### src/rtl/font_rom_arbiter.sv
// ---------------------------------------------------------------------------
// font_rom_arbiter
//
// Shares one synchronous font ROM among NREQ text-overlay requesters
// (score, logo, rule text, game-over banner). One requester is picked per
// cycle and its address is driven to the ROM. The returned glyph row is
// handed back three cycles after the request cycle, together with a
// one-hot tag naming its owner.
//
// Configuration macro:
//   FONT_ARB_FIXED_PRIO_EN  defined   -> fixed priority, lowest index wins
//                           undefined -> round-robin (default)
//
// Ports:
//   clk       system clock (same domain as the vga_sync pixel tick)
//   reset     synchronous, active-high reset
//   req       [NREQ]     per-requester read request, level
//   addr      [NREQ*AW]  packed addresses, requester i at addr[i*AW +: AW]
//   gnt       [NREQ]     one-hot grant pulse, registered
//   rom_addr  [AW]       address to the font ROM, registered
//   rom_data  [DW]       font ROM output, valid one cycle after rom_addr
//   rd_valid  [NREQ]     one-hot owner tag for rd_data, registered
//   rd_data   [DW]       registered font row
// ---------------------------------------------------------------------------
module font_rom_arbiter #(
  parameter int NREQ = 4,
  parameter int AW   = 11,
  parameter int DW   = 8
) (
  input  logic              clk,
  input  logic              reset,
  input  logic [NREQ-1:0]   req,
  input  logic [NREQ*AW-1:0] addr,
  output logic [NREQ-1:0]   gnt,
  output logic [AW-1:0]     rom_addr,
  input  logic [DW-1:0]     rom_data,
  output logic [NREQ-1:0]   rd_valid,
  output logic [DW-1:0]     rd_data
);

  localparam int PW = (NREQ > 1) ? $clog2(NREQ) : 1;

  logic [PW-1:0]   ptr_reg, ptr_next;
  logic [NREQ-1:0] gnt_reg, tag1_reg, tag2_reg, rd_valid_reg;
  logic [AW-1:0]   rom_addr_reg;
  logic [DW-1:0]   rd_data_reg;

  logic            win_found;
  logic [PW-1:0]   win_idx;
  logic [NREQ-1:0] win_onehot;
  logic [AW-1:0]   win_addr;

  // Unpacked view of the packed address bus.
  logic [AW-1:0] addr_arr [NREQ];

  generate
    for (genvar gi = 0; gi < NREQ; gi++) begin : g_addr
      assign addr_arr[gi] = addr[gi*AW +: AW];
    end
  endgenerate

  // Search req starting at ptr and wrapping; the first set bit wins.
  // In fixed-priority mode ptr never leaves 0, so the same search gives
  // lowest-index-wins.
  always_comb begin
    int unsigned idx;
    win_found = 1'b0;
    win_idx   = '0;
    idx       = 0;
    for (int k = 0; k < NREQ; k++) begin
      idx = int'(ptr_reg) + k;
      if (idx >= NREQ) idx = idx - NREQ;
      if (!win_found && req[idx]) begin
        win_found = 1'b1;
        win_idx   = PW'(idx);
      end
    end
  end

  always_comb begin
    win_onehot = '0;
    if (win_found) win_onehot[win_idx] = 1'b1;
    win_addr = addr_arr[win_idx];
  end

`ifdef FONT_ARB_FIXED_PRIO_EN
  assign ptr_next = '0;
`else
  // Pointer moves just past the winner; it holds when nobody requested.
  always_comb begin
    ptr_next = ptr_reg;
    if (win_found) begin
      if (win_idx == PW'(NREQ - 1)) ptr_next = '0;
      else                          ptr_next = win_idx + PW'(1);
    end
  end
`endif

  // Pipeline: request cycle C -> gnt/rom_addr/tag1 (C+1) -> tag2 (C+2),
  // ROM data valid in C+2 -> rd_valid/rd_data (C+3).
  always_ff @(posedge clk) begin
    if (reset) begin
      ptr_reg      <= '0;
      gnt_reg      <= '0;
      tag1_reg     <= '0;
      tag2_reg     <= '0;
      rd_valid_reg <= '0;
      rom_addr_reg <= '0;
      rd_data_reg  <= '0;
    end else begin
      ptr_reg      <= ptr_next;
      gnt_reg      <= win_onehot;
      tag1_reg     <= win_onehot;
      tag2_reg     <= tag1_reg;
      rd_valid_reg <= tag2_reg;
      if (win_found) rom_addr_reg <= win_addr;
      // Only capture ROM data that belongs to a granted read, so rd_data
      // stays put between valid pulses.
      if (|tag2_reg) rd_data_reg <= rom_data;
    end
  end

  assign gnt      = gnt_reg;
  assign rom_addr = rom_addr_reg;
  assign rd_valid = rd_valid_reg;
  assign rd_data  = rd_data_reg;

endmodule

### config.mk
export PLATFORM = sky130hd
export DESIGN_NAME = font_rom_arbiter
export DESIGN_NICKNAME = d
export VERILOG_FILES = /design/src/rtl/font_rom_arbiter.sv
export SDC_FILE = /design/constraint.sdc
export NUM_CORES = 1
export LEC_CHECK = 0
export ABC_AREA = 1
export ABC_CLOCK_PERIOD_IN_PS = 2400
export CAP_MARGIN = 25
export CORE_ASPECT_RATIO = 0.75
export CORE_MARGIN = 2
export CORE_UTILIZATION = 45
export CTS_BUF_LIST = sky130_fd_sc_hd__clkbuf_4
export DETAILED_ROUTE_END_ITERATION = 10
export PLACE_DENSITY_LB_ADDON = 0.15
export SYNTH_ARGS = -nofsm -noshare
export SYNTH_HDL_FRONTEND = slang
export SYNTH_SLANG_ARGS = --single-unit
### constraint.sdc
create_clock -name clk -period 2.4 [get_ports clk]
set_input_delay 0.48 -clock clk [delete_from_list [all_inputs] [get_ports clk]]
set_output_delay 0.48 -clock clk [all_outputs]
set_load 0.01 [all_outputs]
==> flow_metrics.py, run 1 <==
metrics = {
    "route": {
        "remaining_drcs": 0,
        "detail_route.vias_per_cell": 4.75,
        "antenna_violating_nets_post_route": 0,
        "finalWirelength_mm": 5.32,
        "route.vias.total": 2274,
        "drt_first_iter_violations": 70,
        "routed_wire_length_per_instance_um": 11.1,
        "drt_pass1_iterations": 4,
    },
    "timing": {
        "max_freq_mhz": 485,
        "min_period_ps": 2060,
        "slew_headroom_pct": 64.3,
        "setup-tns-final_ps": 0,
        "worst-slew-pin-transition_ps": 534,
        "grt_setup_unrepaired": "no",
        "clock_skew_ps": 4.71,
        "finalHoldViolCount": 0,
        "final.hold.worst_slack_ps": 428,
        "final_max_slew_viol_count": 0,
        "setup-violations-final": 0,
        "fin_crit_sh_pct": 85.9,
    },
    "cts": {
        "ctsHoldBuffers": 0,
        "cts_buffer_depth": 2,
        "clk_latency_ps": 320,
        "post-cts-setup-buffer-count": 0,
        "clk_pin_slew_ps": 110,
        "buffer_cell_driving_the_clock_tree_root": "sky130_fd_sc_hd__clkbuf_4",
        "numCtsBuffers": 5,
        "tritoncts_clock_tree": "yes",
        "post_cts_resize_count": 0,
        "total_number_of_h_tree_levels": 2,
        "clock_sinks": 33,
    },
    "logic_synthesis": {
        "yosys.cell_count.top_type": "sky130_fd_sc_hd__inv_1",
        "synth_top_flop_cell": "sky130_fd_sc_hd__dfxtp_1",
        "async_reset_ff_share_pct": 0,
        "average_size_of_a_mapped_cell_um2": 6.26,
        "synth_enable_flop_cells": 0,
        "netlist_top_cells_count": "sky130_fd_sc_hd__inv_1 (89), sky130_fd_sc_hd__nand2_1 (67), sky130_fd_sc_hd__nand3_1 (39), sky130_fd_sc_hd__dfxtp_1 (33), sky130_fd_sc_hd__nor2_1 (28)",
        "syn-cell-area_um2": 2120,
        "syn_inst": 338,
        "synth_sequential_area_ratio_pct": 31.2,
        "synth_seq_cells": 33,
        "total_number_of_yosys_warnings": 0,
        "synth_largest_type_area_fraction_pct": 31.2,
        "syn_nets": 400,
        "post-synth-top-area-cell": "sky130_fd_sc_hd__dfxtp_1",
        "ys_top_cells_by_area": "sky130_fd_sc_hd__dfxtp_1 (31%), sky130_fd_sc_hd__inv_1 (16%), sky130_fd_sc_hd__nand2_1 (12%)",
        "synth.distinct_cells": 23,
    },
    "final_layout": {
        "n_antenna_cell": 0,
        "fill_cell_instance_count_of_the_final_layout": 404,
        "largest_reg_flops": 11,
        "sequential_cell_area_um2": 661,
        "syn_to_final_growth_pct": 45.3,
        "nets": 483,
        "fraction_of_final_layout_cells_sized_beyond_drive_strength_1_pct": 7.11,
        "multi_input_area_um2": 980,
    },
    "setup_path": {
        "worst_r2r_startpoint": "ptr_reg[0]",
        "required_time_reported_for_the_critical_path_endpoint_ps": 2630,
        "critPathArrivalTime_ps": 2290,
        "setup.worst_path.start_class": "register",
        "critical_path_class": "register to register",
        "crit-reg2reg-capture": "rom_addr[7]",
        "timing.reg2reg.setup_slack_ps": 340,
        "end_kind": "register",
        "crit_path_end": "rom_addr[7]",
        "timing.critical_path.from": "ptr_reg[0]",
        "cp_max_fo": 20,
        "worst-r2r-cell-count": 12,
    },
    "power": {
        "power.density_cell_area_nw_per_um2": 1360,
        "irDropWorstVdd_uv": 628,
        "static_leakage_nw": 1.62,
    },
    "placed_design": {
        "numPortBuffers": 84,
        "detailed_place_hpwl_mm": 4.06,
        "gp_congestion": 0.870,
    },
    "outcome": {
        "result_of_the_run": "complete, no violations",
    },
    "global_route": {
        "antenna_violations_before_repair": 0,
        "number_of_global_route_vias_before_repair": 2154,
        "pin_count_of_the_biggest_net_entering_global_routing": 48,
        "grt_first_pass_wirelength_mm": 9.20,
        "grt_overflow": 0,
        "grtUsageTotal_pct": 21.1,
    },
    "die": {
        "core_area_um2": 4490,
        "rows": 21,
        "starting_utilization_of_the_core_area_pct": 47.1,
        "die_w_um": 83.2,
        "die_height_um": 63.4,
        "dieArea_um2": 5270,
        "num_io_pins": 85,
    },
    "worst_hold_path": {
        "hold_path_class": "register to register",
    },
    "run": {
        "maxCapViolations": 0,
    },
}
[area by class of cell]
class	instances	area share, %
multi-input combinational	196	31.9
tap	57	2.32
clock inverter	3	0.570
timing repair buffer	93	31.2
clock buffer	5	1.22
sequential	33	21.5
inverter	92	11.4
[metal layers]
metal	vias to the layer above	global-route usage (%)	part of all wire, %
li1	1193	-	-
met1	1005	26.2	46
met2	68	36.7	47
met3	8	5.11	5.8
met4	0	5.53	1.1
met5	-	0	0
[logic make-up after synthesis]
kind of cell / synth area share (%)
DFF: 31.2
AOI/OAI and AO/OA: 5.67
and+or+nand+nor: 38.2
buffers and inverters: 22.5
adders and majority gates: 2.36
[metrics by stage]
| step | instances | worst slack, ps | instance area (µm²) | total power [mW] | util (%) |
|---|---|---|---|---|---|
| floorplan | 338 | 575 | 2120 | 2.91 | - |
| CTS | 479 | 369 | 3080 | 4.19 | 68.4 |
| global placement | 471 | 123 | 3020 | 3.82 | 67.2 |
| finish | 479 | 338 | 3080 | 4.17 | 68.4 |
| global route | 479 | 102 | 3080 | 4.60 | 68.4 |
| detailed placement | 471 | 66.5 | 3020 | 3.88 | 67.2 |
[power breakdown]
part / leakage, nW / internal (mW) / switching [mW]
Clock: 0.0310 / 0.110 / 0.190
Sequential: 0.272 / 0.762 / 0.137
Combinational: 1.32 / 1.29 / 1.68
Total: 1.62 / 2.16 / 2.00
[worst min-delay path by stage]
stage / startpoint / cells past startpoint / slack [ps] / endpoint
after floorplan: tag2_reg[2] / 2 / 400 / rd_valid[2]
after global placement: tag2_reg[0] / 2 / 410 / rd_valid[0]
after detailed placement: tag2_reg[0] / 2 / 410 / rd_valid[0]
after CTS: tag2_reg[0] / 2 / 430 / rd_valid[0]
after global routing: tag1_reg[2] / 2 / 440 / tag2_reg[2]
final: tag2_reg[0] / 2 / 430 / rd_valid[0]
[layout by cell type (no fill, tap or decap), drive strengths merged]
master / Yosys / layout
inv: 92 / 92
clkdlybuf4s50: 0 / 84
nand2: 73 / 73
nand3: 42 / 42
dfxtp: 33 / 33
nor2: 29 / 29
nand4: 23 / 23
o21ai: 22 / 22
buf: 14 / 9
clkbuf: 3 / 5
ha: 4 / 4
a21oi: 2 / 2
clkinv: 0 / 2
nor4: 1 / 1
clkinvlp: 0 / 1
[worst max-delay path, cell delays in order (launching register included)]
cell                      delay [ps]
sky130_fd_sc_hd__dfxtp_1         630
sky130_fd_sc_hd__nand2_1         140
sky130_fd_sc_hd__nand3_1         150
sky130_fd_sc_hd__nand2_2         110
sky130_fd_sc_hd__inv_1           100
sky130_fd_sc_hd__nand3_2         130
sky130_fd_sc_hd__nand3_4         180
sky130_fd_sc_hd__buf_12          160
sky130_fd_sc_hd__nand2_1          60
sky130_fd_sc_hd__nand3_1          70
sky130_fd_sc_hd__nand3_1         100
sky130_fd_sc_hd__nand2_1          80
sky130_fd_sc_hd__inv_1            30
Power figures use the tool's default switching activity.
==> inputs of run 2 (changes only) <==
Settings changed: ABC_AREA 1 to unset, DONT_BUFFER_PORTS set to 1, SETUP_SLACK_MARGIN set to 0.3.
==> run 2 against run 1 <==
  * Global-route usage decreased by 5.8 points
  * Cell count down 56%
  * Sequential share of layout area rose by 18 points
  * Design area shrank 46%
  * Synthesized cell count decreased by 51%
  * Critical path type unchanged
  * Sequential cell count is the same
  * Area after synthesis shrank 27%
  * Combinational power shrank 91%
  * Core utilization shrank 18 points
  * Total power fell by 67%
  * Worst setup slack better by 340 ps
  * Maximum frequency up 20%
==> flow_metrics.py, run 2 <==
metrics = {
    "power": {
        "p_int_mw": 0.975,
        "irDropWorstVdd_uv": 386,
        "power.switching_fraction_pct": 28.9,
        "clock_network_fraction_of_total_power_pct": 29.7,
        "power.density_cell_area_nw_per_um2": 825,
        "pwr-share-comb_pct": 19.8,
        "p_sw_mw": 0.396,
        "share_seq_of_total_power_pct": 50.5,
        "static_leakage_nw": 0.737,
    },
    "logic_synthesis": {
        "post-synth-top-area-cell": "sky130_fd_sc_hd__dfxtp_1",
        "yosys.cell_count.top_type": "sky130_fd_sc_hd__dfxtp_1",
        "synth_largest_type_area_fraction_pct": 42.6,
        "synth_enable_flop_cells": 0,
        "syn_nets": 229,
        "syn-cell-area_um2": 1550,
        "netlist_top_cells_count": "sky130_fd_sc_hd__dfxtp_1 (33), sky130_fd_sc_hd__mux2i_1 (20), sky130_fd_sc_hd__nand2_1 (15), sky130_fd_sc_hd__nor2_1 (12)",
        "average_size_of_a_mapped_cell_um2": 9.29,
        "ys_top_cells_by_area": "sky130_fd_sc_hd__dfxtp_1 (43%), sky130_fd_sc_hd__mux2i_1 (13%), sky130_fd_sc_hd__a21boi_0 (5.3%)",
        "async_reset_ff_share_pct": 0,
        "synth.distinct_cells": 28,
        "total_number_of_yosys_warnings": 0,
        "synth_top_flop_cell": "sky130_fd_sc_hd__dfxtp_1",
        "synth_seq_cells": 33,
        "syn_inst": 167,
        "synth_sequential_area_ratio_pct": 42.6,
    },
    "run": {
        "maxCapViolations": 0,
    },
    "timing": {
        "worst-slew-pin-transition_ps": 680,
        "clock_skew_ps": 2.79,
        "grt_setup_unrepaired": "no",
        "max_freq_mhz": 581,
        "setup_ws_ps": 679,
        "final_max_slew_viol_count": 0,
        "slew_headroom_pct": 54.3,
        "fin_crit_sh_pct": 71.7,
        "min_period_ps": 1720,
        "finalHoldViolCount": 0,
        "setup-tns-final_ps": 0,
        "setup-violations-final": 0,
    },
    "setup_path": {
        "required_time_reported_for_the_critical_path_endpoint_ps": 2650,
        "setup.worst_path.start_class": "register",
        "worstPathBufferInverterCount": 0,
        "critical_path_class": "register to register",
        "end_kind": "register",
        "critPathSlowestCell": "sky130_fd_sc_hd__dfxtp_1",
        "critPathArrivalTime_ps": 1970,
        "critical_path.cell_chain": "mux2i_1, nor2_1, nor3_2, nand2_1, o211ai_1",
        "top_cell_family_by_delay_on_the_critical_path": "simple AND/OR/NAND/NOR gates",
        "slowest_delay_ps": 420,
        "cp_max_fo": 11,
    },
    "global_route": {
        "pin_count_of_the_biggest_net_entering_global_routing": 23,
        "grt_overflow": 0,
        "grtUsageTotal_pct": 15.3,
        "antenna_violations_before_repair": 0,
        "grt_first_pass_wirelength_mm": 4.47,
        "number_of_global_route_vias_before_repair": 988,
    },
    "cts": {
        "ctsHoldBuffers": 0,
        "post_cts_resize_count": 0,
        "tritoncts_clock_tree": "yes",
        "post-cts-setup-buffer-count": 0,
        "buffer_cell_driving_the_clock_tree_root": "sky130_fd_sc_hd__clkbuf_4",
        "clk_pin_slew_ps": 100,
        "total_number_of_h_tree_levels": 2,
        "cts_buffer_depth": 2,
        "numCtsBuffers": 5,
        "clock_sinks": 33,
        "clk_latency_ps": 320,
    },
    "final_layout": {
        "fill_cell_instance_count_of_the_final_layout": 327,
        "multi_input_area_um2": 830,
        "layout.cells.most_common_list": "sky130_fd_sc_hd__dfxtp_1 (33), sky130_fd_sc_hd__mux2i_1 (20), sky130_fd_sc_hd__nand2_1 (15)",
        "fraction_of_final_layout_cells_sized_beyond_drive_strength_1_pct": 8.28,
        "final_core_util_pct": 50.5,
        "n_antenna_cell": 0,
        "nets": 230,
        "sequential_cell_area_um2": 661,
        "stdcell_count": 209,
        "largest_reg_flops": 11,
        "syn_to_final_growth_pct": 7.02,
        "layout_commonest_cell": "sky130_fd_sc_hd__dfxtp_1",
    },
    "route": {
        "detail_route.vias_per_cell": 5.57,
        "routed-wl-met3_um": 292,
        "finalWirelength_mm": 3.21,
        "route.met2.wl_mm": 1.46,
        "drt_first_iter_violations": 27,
        "remaining_drcs": 0,
        "met1_length_mm": 1.43,
        "route.vias.total": 1164,
        "drt_pass1_iterations": 4,
        "routed_wire_length_per_instance_um": 15.3,
        "maxUsedRoutingLayer": "met4",
        "antenna_violating_nets_post_route": 0,
    },
    "die": {
        "dieArea_um2": 3940,
        "core_area_um2": 3290,
        "die_height_um": 54.9,
        "rows": 18,
        "die_w_um": 71.8,
        "starting_utilization_of_the_core_area_pct": 47.2,
        "num_io_pins": 85,
    },
    "outcome": {
        "result_of_the_run": "complete, no violations",
    },
    "placed_design": {
        "gp_congestion": 0.778,
        "numPortBuffers": 0,
        "dp_worst_setup_slack_ps": 552,
        "detailed_place_hpwl_mm": 2.50,
        "numPlacedInstances": 201,
    },
    "worst_hold_path": {
        "hold_path_class": "input port to register",
    },
}
-- run 2: changes by cell type after synthesis, moves of 7 or more --
cell	before	now
sky130_fd_sc_hd__a21boi_0	0	11
sky130_fd_sc_hd__and3_1	0	11
sky130_fd_sc_hd__buf_6	7	0
sky130_fd_sc_hd__inv_1	89	3
sky130_fd_sc_hd__mux2i_1	0	20
sky130_fd_sc_hd__nand2_1	67	15
sky130_fd_sc_hd__nand3_1	39	0
sky130_fd_sc_hd__nand4_1	23	0
sky130_fd_sc_hd__nor2_1	28	12
sky130_fd_sc_hd__nor2b_1	0	10
sky130_fd_sc_hd__o211ai_1	0	11
sky130_fd_sc_hd__o21ai_0	16	1
-- run 2: per-layer routing --
metal	GRT usage [%]	vias to the layer above
met5	0	-
met4	4.72	0
met3	8.47	4
met2	23.3	42
met1	18.6	533
li1	-	585
-- run 2: power by group through the flow --
stage | clock network, mW | registers (mW) | logic [mW]
after floorplan | 0 | 0.690 | 0.239
after global placement | 0 | 0.702 | 0.262
after detailed placement | 0 | 0.706 | 0.275
after CTS | 0.417 | 0.693 | 0.276
after global routing | 0.444 | 0.700 | 0.308
final | 0.407 | 0.691 | 0.272
-- run 2: logic make-up (layout without fill, tap and decap cells) --
logic type | Yosys count | in the layout | share of synthesized area [%]
buffers and inverters | 13 | 15 | 3.95
adders and majority gates | 4 | 4 | 3.23
DFF | 33 | 33 | 42.6
muxes | 20 | 20 | 12.9
and+or+nand+nor | 58 | 58 | 20.3
AOI/OAI and AO/OA | 39 | 39 | 17.0
-- run 2: per-stage QoR --
stage | hold slack, ps | total power [mW] | cell area (µm²)
3_3_place_gp | 479 | 0.964 | 1580
2_1_floorplan | 468 | 0.929 | 1550
6_report | 212 | 1.37 | 1660
4_1_cts | 195 | 1.39 | 1660
5_1_grt | 173 | 1.45 | 1660
3_5_place_dp | 484 | 0.981 | 1580
-- run 2: cell type report --
cell class,instances,share of cell area (%)
clock buffers,6,2.71
inverters,3,0.678
well taps,40,3.01
clock inverters,2,2.03
repair buffers,4,1.81
flip-flops and latches,33,39.8
multi-input cells,121,50.0
-- run 2: worst paths after layout --
| kind | startpoint | end | slack [ps] | cells past startpoint |
|---|---|---|---|---|
| setup / recovery | ptr_reg[1] | rom_addr[7] | 680 | 5 |
| hold reg to reg | tag2_reg[3] | rd_valid[3] | 500 | 1 |
| setup reg to reg | ptr_reg[1] | rom_addr[7] | 680 | 5 |
| hold / removal | reset | tag2_reg[3] | 210 | 1 |
==> inputs of run 3 (changes only) <==
Settings changed: ABC_CLOCK_PERIOD_IN_PS 2400 to 1680.
Clock period 2.4 ns to 1.68 ns, I/O delays scaled along.
==> run 3 against run 2 <==
  * Sequential power grew 43%
  * Global-route usage grew 0.82 points
  * Critical path depth rose by 3
  * Maximum frequency is 13% higher
  * Non-clock buffer count rose by 8
  * Sequential cell count did not move
  * Largest power group unchanged
  * Design area up 11%
  * Clock power is 42% higher
==> flow_metrics.py, run 3 (synthesis results as in run 2) <==
metrics = {
    "placed_design": {
        "dp_worst_setup_slack_ps": 72.2,
        "gp_congestion": 0.759,
        "dpl_cell_area_um2": 1640,
        "numPortBuffers": 0,
        "detailed_place_hpwl_mm": 2.45,
    },
    "run": {
        "maxCapViolations": 0,
    },
    "power": {
        "power.density_cell_area_nw_per_um2": 1140,
        "p_total_mw": 2.11,
        "static_leakage_nw": 0.803,
        "irDropWorstVdd_uv": 498,
    },
    "route": {
        "drt_pass1_iterations": 4,
        "drt_first_iter_violations": 53,
        "routed_wire_length_per_instance_um": 16.0,
        "detail_route.vias_per_cell": 5.75,
        "remaining_drcs": 0,
        "finalWirelength_mm": 3.48,
        "antenna_violating_nets_post_route": 0,
        "route.vias.total": 1248,
    },
    "timing": {
        "finalHoldViolCount": 0,
        "clock_skew_ps": 5.85,
        "worst-slew-pin-transition_ps": 425,
        "slew_headroom_pct": 71.6,
        "setup-violations-final": 0,
        "final_max_slew_viol_count": 0,
        "setup_ws_ps": 150,
        "fin_crit_sh_pct": 91.1,
        "min_period_ps": 1530,
        "max_freq_mhz": 654,
        "setup-tns-final_ps": 0,
        "grt_setup_unrepaired": "yes",
    },
    "global_route": {
        "number_of_global_route_vias_before_repair": 1039,
        "grt_first_pass_wirelength_mm": 4.69,
        "antenna_violations_before_repair": 0,
        "grt_overflow": 0,
        "grtUsageTotal_pct": 16.1,
        "pin_count_of_the_biggest_net_entering_global_routing": 23,
    },
    "cts": {
        "buffer_cell_driving_the_clock_tree_root": "sky130_fd_sc_hd__clkbuf_4",
        "cts_buffer_depth": 2,
        "clk_pin_slew_ps": 90,
        "total_number_of_h_tree_levels": 2,
        "clk_latency_ps": 320,
        "tritoncts_clock_tree": "yes",
        "clock_sinks": 33,
        "ctsHoldBuffers": 0,
        "numCtsBuffers": 5,
    },
    "die": {
        "rows": 18,
        "die_w_um": 71.8,
        "die_height_um": 54.9,
        "starting_utilization_of_the_core_area_pct": 47.2,
        "core_area_um2": 3290,
        "num_io_pins": 85,
        "dieArea_um2": 3940,
    },
    "final_layout": {
        "largest_reg_flops": 11,
        "final_core_util_pct": 56.2,
        "fill_cell_instance_count_of_the_final_layout": 304,
        "multi_input_area_um2": 903,
        "syn_to_final_growth_pct": 19.0,
        "fraction_of_final_layout_cells_sized_beyond_drive_strength_1_pct": 21.5,
        "sequential_cell_area_um2": 666,
        "nets": 238,
        "finish.instance_area_um2": 1850,
        "layout.cells.most_common_list": "sky130_fd_sc_hd__dfxtp_1 (31), sky130_fd_sc_hd__mux2i_1 (20), sky130_fd_sc_hd__nand2_1 (13)",
        "layout_commonest_cell": "sky130_fd_sc_hd__dfxtp_1",
        "n_antenna_cell": 0,
    },
    "setup_path": {
        "critical_path_class": "register to register",
        "setup.worst_path.start_class": "register",
        "end_kind": "register",
        "critPathArrivalTime_ps": 1790,
        "required_time_reported_for_the_critical_path_endpoint_ps": 1940,
        "cp_max_fo": 5,
    },
    "outcome": {
        "result_of_the_run": "complete, no violations",
    },
    "worst_hold_path": {
        "hold_path_class": "input port to register",
    },
}
run 3: cell type report:
type,count,share of cell area (%)
multi-input combinational,121,48.9
clock buffer,6,2.44
sequential,33,36.0
inverter,3,0.745
timing repair buffer,12,7.32
clock inverter,2,1.83
tap,40,2.71
run 3: report_power, final:
part	total [mW]	switching, mW	internal, mW	leakage (nW)
Clock	0.579	0.253	0.326	0.0433
Combinational	0.543	0.256	0.287	0.488
Sequential	0.991	0.108	0.884	0.272
Total	2.11	0.617	1.50	0.803
run 3: final timing paths:
| kind | startpoint | endpoint | slack [ps] | depth (start not counted) |
|---|---|---|---|---|
| worst min-delay path | reset | ptr_reg[1] | 60 | 1 |
| worst max-delay path | ptr_reg[1] | ptr_reg[1] | 150 | 8 |
| worst min register to register | tag2_reg[0] | rd_valid[0] | 500 | 1 |
| worst max register to register | ptr_reg[1] | ptr_reg[1] | 150 | 8 |
run 3: critical path, cell delays in order (launching register included):
cell                       delay [ps]
sky130_fd_sc_hd__dfxtp_4          370
sky130_fd_sc_hd__nand2b_1         160
sky130_fd_sc_hd__a21oi_2          180
sky130_fd_sc_hd__nor3_2            60
sky130_fd_sc_hd__buf_4            150
sky130_fd_sc_hd__buf_4            140
sky130_fd_sc_hd__ha_4             250
sky130_fd_sc_hd__nand2_1           50
sky130_fd_sc_hd__a21oi_2          110
run 3: repair_timing:
action                                  in CTS  in global routing
setup buffers                                5                  0
pin swaps                                    4                  6
gates cloned                                 0                  1
endpoints found under the setup margin      14                 16
gates resized for setup                      7                 12
run 3: metrics by stage:
step | hold slack (ps) | instances
6_report | 57.9 | 217
3_5_place_dp | 407 | 203
5_1_grt | 14.0 | 217
4_1_cts | 46.8 | 216
3_3_place_gp | 400 | 203
2_1_floorplan | 460 | 167
run 3: per-layer routing:
layer / GRT usage, % / vias to the layer above / wire length, µm / share of wire, %
li1: - / 605 / - / -
met1: 19.7 / 587 / 1560 / 45
met2: 25.8 / 52 / 1580 / 45
met3: 7.37 / 4 / 315 / 9.1
met4: 4.72 / 0 / 22 / 0.63
met5: 0 / - / 0 / 0
